--- src/rtl/btb_pkg.sv ---
// Shared types and slicing helpers for the branch target buffer.
package btb_pkg;

    typedef enum logic [1:0] {
        SNT = 2'b00,
        WNT = 2'b01,
        WT  = 2'b10,
        ST  = 2'b11
    } ctr_t;

    localparam ctr_t CTR_RESET = WNT;
    localparam ctr_t CTR_ALLOC = WT;

    // PC[1:0] is dropped because fetch addresses are word aligned.
    localparam int IDX_LSB = 2;

    function automatic int tag_lsb(input int idx_w);
        return idx_w + IDX_LSB;
    endfunction

endpackage

--- src/rtl/sat_counter2.sv ---
// Next-state function of a 2-bit saturating direction counter.
module sat_counter2
    import btb_pkg::*;
(
    input  ctr_t ctr_in,
    input  logic taken,
    output ctr_t ctr_out
);

    always_comb begin
        ctr_out = ctr_in;
        case (ctr_in)
            SNT: ctr_out = taken ? WNT : SNT;
            WNT: ctr_out = taken ? WT  : SNT;
            WT:  ctr_out = taken ? ST  : WNT;
            ST:  ctr_out = taken ? ST  : WT;
        endcase
    end

endmodule

--- src/rtl/btb_predictor.sv ---
// Direct-mapped BTB: zero-latency lookup for the next-PC mux, trained from EX.
// Optional macro BTB_BYPASS_EN forwards a same-cycle matching update to the lookup outputs.
module btb_predictor
    import btb_pkg::*;
#(
    parameter int ADDR_W = 32,
    parameter int IDX_W  = 3,
    parameter int TAG_W  = ADDR_W - IDX_W - 2
) (
    input  logic              Clock,
    input  logic              Reset_n,
    input  logic              Enable,
    input  logic [ADDR_W-1:0] FetchPC,
    output logic              PredHit,
    output logic              PredSel,
    output logic [ADDR_W-1:0] PredTarget,
    input  logic              UpdValid,
    input  logic [ADDR_W-1:0] UpdPC,
    input  logic              UpdTaken,
    input  logic [ADDR_W-1:0] UpdTarget
);

    localparam int ENTRIES = 2 ** IDX_W;
    localparam int TAG_LSB = tag_lsb(IDX_W);

    logic              valid_q  [ENTRIES];
    logic [TAG_W-1:0]  tag_q    [ENTRIES];
    logic [ADDR_W-1:0] target_q [ENTRIES];
    ctr_t              ctr_q    [ENTRIES];

    logic [IDX_W-1:0] f_idx, u_idx;
    logic [TAG_W-1:0] f_tag, u_tag;
    logic             u_hit;
    ctr_t             upd_ctr;

    logic             rd_hit;
    ctr_t             rd_ctr;
    logic [ADDR_W-1:0] rd_target;

    logic unused_lsbs;

    assign f_idx = FetchPC[TAG_LSB-1:IDX_LSB];
    assign f_tag = FetchPC[ADDR_W-1:TAG_LSB];
    assign u_idx = UpdPC[TAG_LSB-1:IDX_LSB];
    assign u_tag = UpdPC[ADDR_W-1:TAG_LSB];
    assign u_hit = valid_q[u_idx] && (tag_q[u_idx] == u_tag);
    assign unused_lsbs = ^{FetchPC[IDX_LSB-1:0], UpdPC[IDX_LSB-1:0]};

    sat_counter2 u_upd_ctr (
        .ctr_in  (ctr_q[u_idx]),
        .taken   (UpdTaken),
        .ctr_out (upd_ctr)
    );

    // UpdValid is a single-cycle strobe with no ready: every reported branch is absorbed at the next edge.
    always_ff @(posedge Clock or negedge Reset_n) begin
        if (!Reset_n) begin
            for (int i = 0; i < ENTRIES; i++) begin
                valid_q[i]  <= 1'b0;
                tag_q[i]    <= '0;
                target_q[i] <= '0;
                ctr_q[i]    <= CTR_RESET;
            end
        end else if (UpdValid) begin
            if (u_hit) begin
                ctr_q[u_idx] <= upd_ctr;
                if (UpdTaken) target_q[u_idx] <= UpdTarget;
            end else if (UpdTaken) begin
                valid_q[u_idx]  <= 1'b1;
                tag_q[u_idx]    <= u_tag;
                target_q[u_idx] <= UpdTarget;
                ctr_q[u_idx]    <= CTR_ALLOC;
            end
        end
    end

`ifdef BTB_BYPASS_EN
    ctr_t byp_ctr;

    sat_counter2 u_byp_ctr (
        .ctr_in  (ctr_q[f_idx]),
        .taken   (UpdTaken),
        .ctr_out (byp_ctr)
    );
`endif

    always_comb begin
        rd_hit    = valid_q[f_idx] && (tag_q[f_idx] == f_tag);
        rd_ctr    = ctr_q[f_idx];
        rd_target = target_q[f_idx];
`ifdef BTB_BYPASS_EN
        // Same index and tag means the update hits exactly when the lookup hits.
        if (UpdValid && (u_idx == f_idx) && (u_tag == f_tag)) begin
            if (rd_hit) begin
                rd_ctr = byp_ctr;
                if (UpdTaken) rd_target = UpdTarget;
            end else if (UpdTaken) begin
                rd_hit    = 1'b1;
                rd_ctr    = CTR_ALLOC;
                rd_target = UpdTarget;
            end
        end
`endif
    end

    assign PredHit    = rd_hit;
    assign PredSel    = Enable & rd_hit & rd_ctr[1];
    assign PredTarget = rd_hit ? rd_target : '0;

endmodule
--- config.mk ---
export PLATFORM = sky130hd
export DESIGN_NAME = btb_predictor
export DESIGN_NICKNAME = d
export VERILOG_FILES = /design/src/rtl/btb_pkg.sv /design/src/rtl/sat_counter2.sv /design/src/rtl/btb_predictor.sv
export SDC_FILE = /design/constraint.sdc
export NUM_CORES = 1
export LEC_CHECK = 0
export BUFFER_PORTS_ARGS = -buffer_cell sky130_fd_sc_hd__buf_2
export CAP_MARGIN = 20
export CORE_ASPECT_RATIO = 1.5
export CORE_UTILIZATION = 45
export CTS_CLUSTER_SIZE = 20
export DETAILED_ROUTE_END_ITERATION = 8
export PLACE_DENSITY_LB_ADDON = 0.3
export REMOVE_ABC_BUFFERS = 1
export SETUP_SLACK_MARGIN = 0.2
export SKIP_LAST_GASP = 1
export SLEW_MARGIN = 20
export SYNTH_ARGS = -nofsm -noshare
export SYNTH_HDL_FRONTEND = slang
export SYNTH_SLANG_ARGS = --single-unit
--- constraint.sdc ---
create_clock -name Clock -period 3.2 [get_ports Clock]
set_input_delay 0.16 -clock Clock [delete_from_list [all_inputs] [get_ports Clock]]
set_output_delay 0.16 -clock Clock [all_outputs]
set_load 0.05 [all_outputs]
; Word-level counts from Yosys, hierarchy flattened
; Index checks and enable logic that the tools add are counted.
[totals]
in_bits = 101
register_bits = 496
elab_cells = 97
[classes]
eq_ne = 5
n_bitwise = 9
reduce_logical = 8
order_cmp = 3
n_mux = 40
[ops]
columns = cell, count
row1 = 256-bit bitwise mux, 1
row2 = 216-bit bitwise mux, 1
row3 = 27-bit binary-select mux with 3-bit select, 2
row4 = 27-bit two-way mux, 5
row5 = 32-bit two-way mux, 4
row6 = 32-bit binary-select mux with 3-bit select, 1
row7 = 32-bit demux with 3-bit select, 1
row8 = 27-bit demux with 3-bit select, 1
row9 = 27-bit equality test, 2
row10 = 16-bit two-way mux, 2
row11 = 16-bit bitwise mux, 1
row12 = 8-bit bitwise OR, 2
row13 = 2-bit two-way mux, 7
row14 = 2-bit binary-select mux with 3-bit select, 2
row15 = 8-bit AND, 1
row16 = 4-bit >= comparator (second input constant), 2
row17 = 3-bit inverter with 4-bit output, 2
row18 = 8-bit inverter, 1
row19 = 2-bit case mux with 4 select lines, 1
row20 = 1-bit two-way mux, 7
row21 = 1-bit binary-select mux with 3-bit select, 2
row22 = 2-bit demux with 3-bit select, 1
row23 = 2-bit equality test (second input constant), 2
row24 = 4-bit by 1-bit < comparator with 1-bit output (second input constant), 1
row25 = 9 further kinds, 13

; Longest topological paths before layout
[logic_depth]
ltp_word = 9
ltp_mapped = 15
depth_no_buf = 8

; Modules after synthesis
; From an unflattened synthesis, not the netlist that was laid out.
[hier_totals]
hier_cells = 1689
hier_area_um2 = 25072.8
[by_module_without_submodules]
columns = mod, area_per_inst_um2, cells_each, seq_area_each_um2, n_inst
row1 = btb_predictor, 25046.5, 1686, 12421.9, 1
row2 = sat_counter2, 26.3, 3, 0.0, 1

; Worst setup path after synthesis
; Ideal clock, no wire load.
[synth_timing]
kind = input port to output port
start = input FetchPC[2]
end = output PredSel
arrival_ns = 3.739
path_buffers = 3
setup_slack_ns = -0.699
cell_stages = 10
required_ns = 3.040
cell_sequence = clkbuf_1 > buf_1 > mux4_2 > mux2i_1 > xnor2_1 > nor4_1 > nand4_1 > or4_1 > clkbuf_1 > nor3b_1
[synth_between]
elab_chain_len = 8
word_cells_on_any_way = 14
[synth_lines]
columns = element, line
row1 = start: declaration, btb_predictor.sv:13  ; input logic [ADDR_W-1:0] FetchPC,
row2 = 3-bit inverter with 4-bit output (not written as such) *, "btb_predictor.sv:88, btb_predictor.sv:89"
row3 = 27-bit binary-select mux with 3-bit select, btb_predictor.sv:88  ; rd_hit = valid_q[f_idx] && (tag_q[f_idx] == f_tag);
row4 = 27-bit two-way mux (not written as such) (2 in series), btb_predictor.sv:88
row5 = 27-bit equality test, btb_predictor.sv:88
row6 = 1-bit logical AND, btb_predictor.sv:88
row7 = 1-bit AND, btb_predictor.sv:107  ; assign PredSel = Enable & rd_hit & rd_ctr[1];
row8 = 1-bit AND *, btb_predictor.sv:107
row9 = end: declaration, btb_predictor.sv:15  ; output logic PredSel,
; Every way passes the cells marked *; elsewhere a longest branch is shown, timed or not. The select of a mux whose other input is x is not followed.

; Worst setup path after layout
[layout_timing]
start = register tag_q[62] (netlist bit)
end = output PredSel
[layout_between]
elab_chain_len = 7
[layout_lines]
columns = element, line
row1 = start: declaration, btb_predictor.sv:27  ; logic [TAG_W-1:0] tag_q [ENTRIES];
row2 = start signal: indexed assignment, btb_predictor.sv:70  ; tag_q[u_idx] <= u_tag;
row3 = 27-bit binary-select mux with 3-bit select, btb_predictor.sv:88
row4 = 27-bit two-way mux (not written as such) (2 in series), btb_predictor.sv:88
row5 = 27-bit equality test, btb_predictor.sv:88
row6 = 1-bit logical AND, btb_predictor.sv:88
row7 = 1-bit AND (2 in series), btb_predictor.sv:107
; Every way passes these cells. The select of a mux whose other input is x is not followed.

==> reports/summary.md <==
For the initial DRC count, the log shows 852. Clock insertion delay at the later pin of the skew report: 0.59 ns. The type of the most critical hold path is primary input to register. IR analysis of the VDD net gives a maximum drop of 0.000479 V. Core area: 0.0548 mm^2.

By count the netlist is led by 488 x dfrtp_1, 443 x mux2_2, 148 x mux2i_1, 138 x mux4_2, 74 x clkbuf_1. The worst reg-to-reg setup slack is -0.29 ns. The clock transition at the register clock pins on the worst setup and hold paths after CTS came out at 0.06 ns. Routability-driven placement congestion ratio: 0.862. For the DRC violations left, the log shows 0. The worst setup path is captured at an output pin.

Once placement finished, the instance area stood at 0.0278 mm^2. The routed layout has 16500 vias. At the worst endpoint, the required time is 3.04 ns.

For the worst flop-to-flop path, the logic depth is 15. The overall power of the completed layout was 0.0191 W. The logs give 2 for the H-tree level count and 0.0324 mm^2 for the final cell area excluding filler cells.

The final clock period utilization by the worst path was 115%; the sequential cell area was 0.0124 mm^2. In this run the vertical extent of the chip is 291 um. A synthesized cell averages 14.7 um^2. X dimension of the die: 195 um. Counting every instance in the synthesized netlist gives 1706.

The final critical delay including setup and external delays is 3.68 ns. Summing all multi-input logic gate instances after layout gives 0.0128 mm^2. Walking the worst path, the cells encountered are buf_4, mux4_2, mux2i_4, xor2_1, nand4_1, or4_4, buf_12, nor3b_2, buf_6. The layout has 4148 filler cells.

During I/O placement, the number of pins put on the boundary was 135. The tools report the wire length of the first global-routing pass as 112000 um. For this run, asynchronously set or reset flops after synthesis account for 100%.

After synthesis the cells add up to 0.0251 mm^2. Counting flops with a built-in enable in the synthesized netlist gives 0. TritonCTS built the clock tree.

For this design, the slowest cell found on the critical path is or4_4. The tools report the number of failing hold endpoints at the final stage as 0. Initial antenna violation count: 1. Data on the critical path arrives at its endpoint at 3.52 ns.

In the final layout, the share of cells above drive strength 1 is 53.9%. The starting utilization of the core area is 45.7%. The length of the first detailed-routing pass in iterations was 5; the maximum frequency from static timing analysis was 0.272 GHz. The run gives 105 as the floorplan row count.

Using the TritonRoute via totals, the vias-per-cell ratio works out to 5.95. For the pin with the worst max-slew slack, the measured transition is 0.956 ns. Counting instances, the worst hold path has a depth of 3.

For the number of nets in the final layout, the log shows 2146. Routed wire length per instance: 25.3 um. The tools report the total inserted antenna cells as 0. The overall die area was 0.0566 mm^2.

Synthesis instantiated 46 different standard cells from the library. The final setup violation count is 269. Measured against its own limit, the worst slew margin works out to 36.3%. For this run, the slowest stage of the critical path takes 0.61 ns.

The layout overhead on the synthesized area was 29.3%. The run gives 0.0136 ns as the final clock skew. Dividing total power by cell area gives a power density of 589 mW/mm^2.

The count of final max-slew check failures was 0. The share of synthesized area in the top cell type comes to 48.7%. The tools report the total length of routed wires as 70300 um. The worst register-to-register path ends at tag_q[61].

For this design, the sink count on the clock tree is 496. The smallest setup slack after layout was -0.480 ns. The logs give 14.8 nW for the standby leakage power and 2778 for the count of non-filler cells in the finished layout. For the final routed database, the setup TNS stands at -62.11 ns. Counting flops and latches in the post-synthesis netlist gives 496. The logs give 43900 um for the HPWL after detailed placement and 49 for the number of buffers added by the clock tree synthesis step. Global routing finished with a remaining overflow of 0. Among all flip-flop cells after synthesis, the most frequent one is dfrtp_1. Max-cap violations in this run came to 0. In this run the critical register-to-register path is launched from tag_q[62]. The worst hold path terminates at ctr_q[2]. For this run, the share of the core covered by cells in the final layout is 59.1%. For the global router's overall resource usage, the log shows 25.5%. The count of buffers added on input and output ports is 130.

The tree is rooted in a clkbuf_16. In this run the remaining antenna-violating nets after routing total 0. The largest fanout on the critical path came out at 26. Setup repair after global routing could not meet its margin everywhere.

The deepest clock path buffer count was 3. By area the synthesized netlist is led by dfrtp_1 49%, mux2_2 20%, mux4_2 12%, mux2i_1 5.9%, mux2_1 1.8%. The final reports fail on setup timing.

The post-synthesis cell type with the largest combined area was dfrtp_1. The sequential element share of the synthesized area was 49.6%; the number of global-route vias before repair was 18400. The classification of the worst setup path is register to output pin. The worst setup path is launched from a register. The flow ran to the end, but the final reports show violations.

The instance count after placement with tap cells included is 2566, and the largest net degree at the start of global routing is 82. For the number of warnings reported in the yosys synthesis log, the log shows 0. The startpoint identified for the worst hold timing path is UpdTaken.

Among all cell types in the netlist, the one instantiated most often is dfrtp_1.
[report_power, final]
| group | internal (W) | total, W | switching, W | leakage (nW) |
|---|---|---|---|---|
| Sequential | 0.00769 | 0.00861 | 0.000925 | 6.06 |
| Clock | 0.00341 | 0.00590 | 0.00248 | 0.811 |
| Combinational | 0.00288 | 0.00456 | 0.00169 | 7.89 |
[flip-flops by register name (all words and copies together), names as in the netlist]
register  count
target_q    256
tag_q       216
valid_q       8
ctr_q        16
[routing by layer]
layer  vias to the layer above  wire length, um  global-route usage, %
met5                         -                8                      0
met4                         2             2400                   8.98
met3                       154             2960                   3.87
met2                       430            36900                   45.3
met1                      8879            28100                   31.5
li1                       7055                -                      -
[timing repair]
action / in CTS / in global routing
setup endpoints to repair: 274 / 274
pin swaps: 21 / 8
hold buffers: 61 / 0
gates resized for setup: 301 / 31
buffers inserted: 41 / 2
gates cloned: 19 / 0
hold endpoints to repair: 527 / 0
[worst max-delay path by stage]
stage / end / from / slack (ns)
2_1_floorplan: PredSel / tag_q[17] / -0.55
3_3_place_gp: PredSel / FetchPC[2] / -0.81
3_5_place_dp: PredSel / FetchPC[2] / -0.82
4_1_cts: PredSel / tag_q[8] / -0.60
5_1_grt: PredTarget[16] / tag_q[122] / -0.58
6_report: PredSel / tag_q[62] / -0.48
[final cells by class]
class	count	share of cell area [%]
clock buffer	73	4.54
timing repair buffer	431	14.2
sequential	496	38.4
tap	695	2.69
multi-input combinational	1063	39.6
clock inverter	16	0.510
inverter	4	0.0618
[placed cells by master, fill, tap and decap left out, types with 5 or more instances in the layout]
cell / Yosys / final
dlygate4sd3_1: 0 / 61
xor2_1: 12 / 12
o21a_1: 5 / 5
mux2_4: 0 / 155
a22oi_1: 32 / 32
clkbuf_8: 0 / 12
nand2b_1: 11 / 8
dfstp_2: 8 / 8
o22ai_1: 5 / 5
mux2i_1: 148 / 142
nand2_8: 2 / 8
mux2_2: 443 / 316
clkbuf_16: 0 / 51
a21oi_1: 18 / 17
nor2_1: 66 / 42
buf_8: 4 / 7
mux4_2: 138 / 138
clkbuf_1: 74 / 11
nand4_1: 8 / 8
nand3b_1: 14 / 14
xnor2_1: 28 / 25
buf_16: 0 / 19
nor2_4: 0 / 17
nand3_1: 16 / 16
dfrtp_1: 488 / 488
o22a_1: 7 / 7
and3_1: 14 / 14
buf_6: 6 / 49
buf_12: 0 / 66
a221oi_1: 5 / 5
mux2_1: 39 / 11
nand2_1: 14 / 14
clkinv_2: 0 / 10
buf_2: 16 / 91
buf_4: 18 / 137
nor2_2: 0 / 7
[kinds of logic after synthesis]
kind of cell / after synthesis / synth area share [%]
mux: 768 / 40.0
flops: 496 / 49.6
simple gates: 174 / 3.81
buf+inv: 147 / 2.91
compound gates: 79 / 2.23
xor+xnor: 40 / 1.40
fa+ha+maj: 2 / 0.0799
[per-stage QoR]
step	hold slack [ns]	setup WS, ns
floorplan	-0.136	-0.548
global placement	0.165	-0.811
detailed placement	0.173	-0.820
CTS	0.0715	-0.600
global route	0.0951	-0.580
finish	0.101	-0.480
[worst max-delay path, delay by kind of cell (launching register included)]
kind / cells / cell delay, ns
XOR/XNOR: 1 / 0.16
buffers and inverters: 3 / 0.52
flip-flops: 1 / 0.40
multiplexers: 2 / 0.68
AND/OR/NAND/NOR: 3 / 1.14
(Power assumes the default switching activity.)
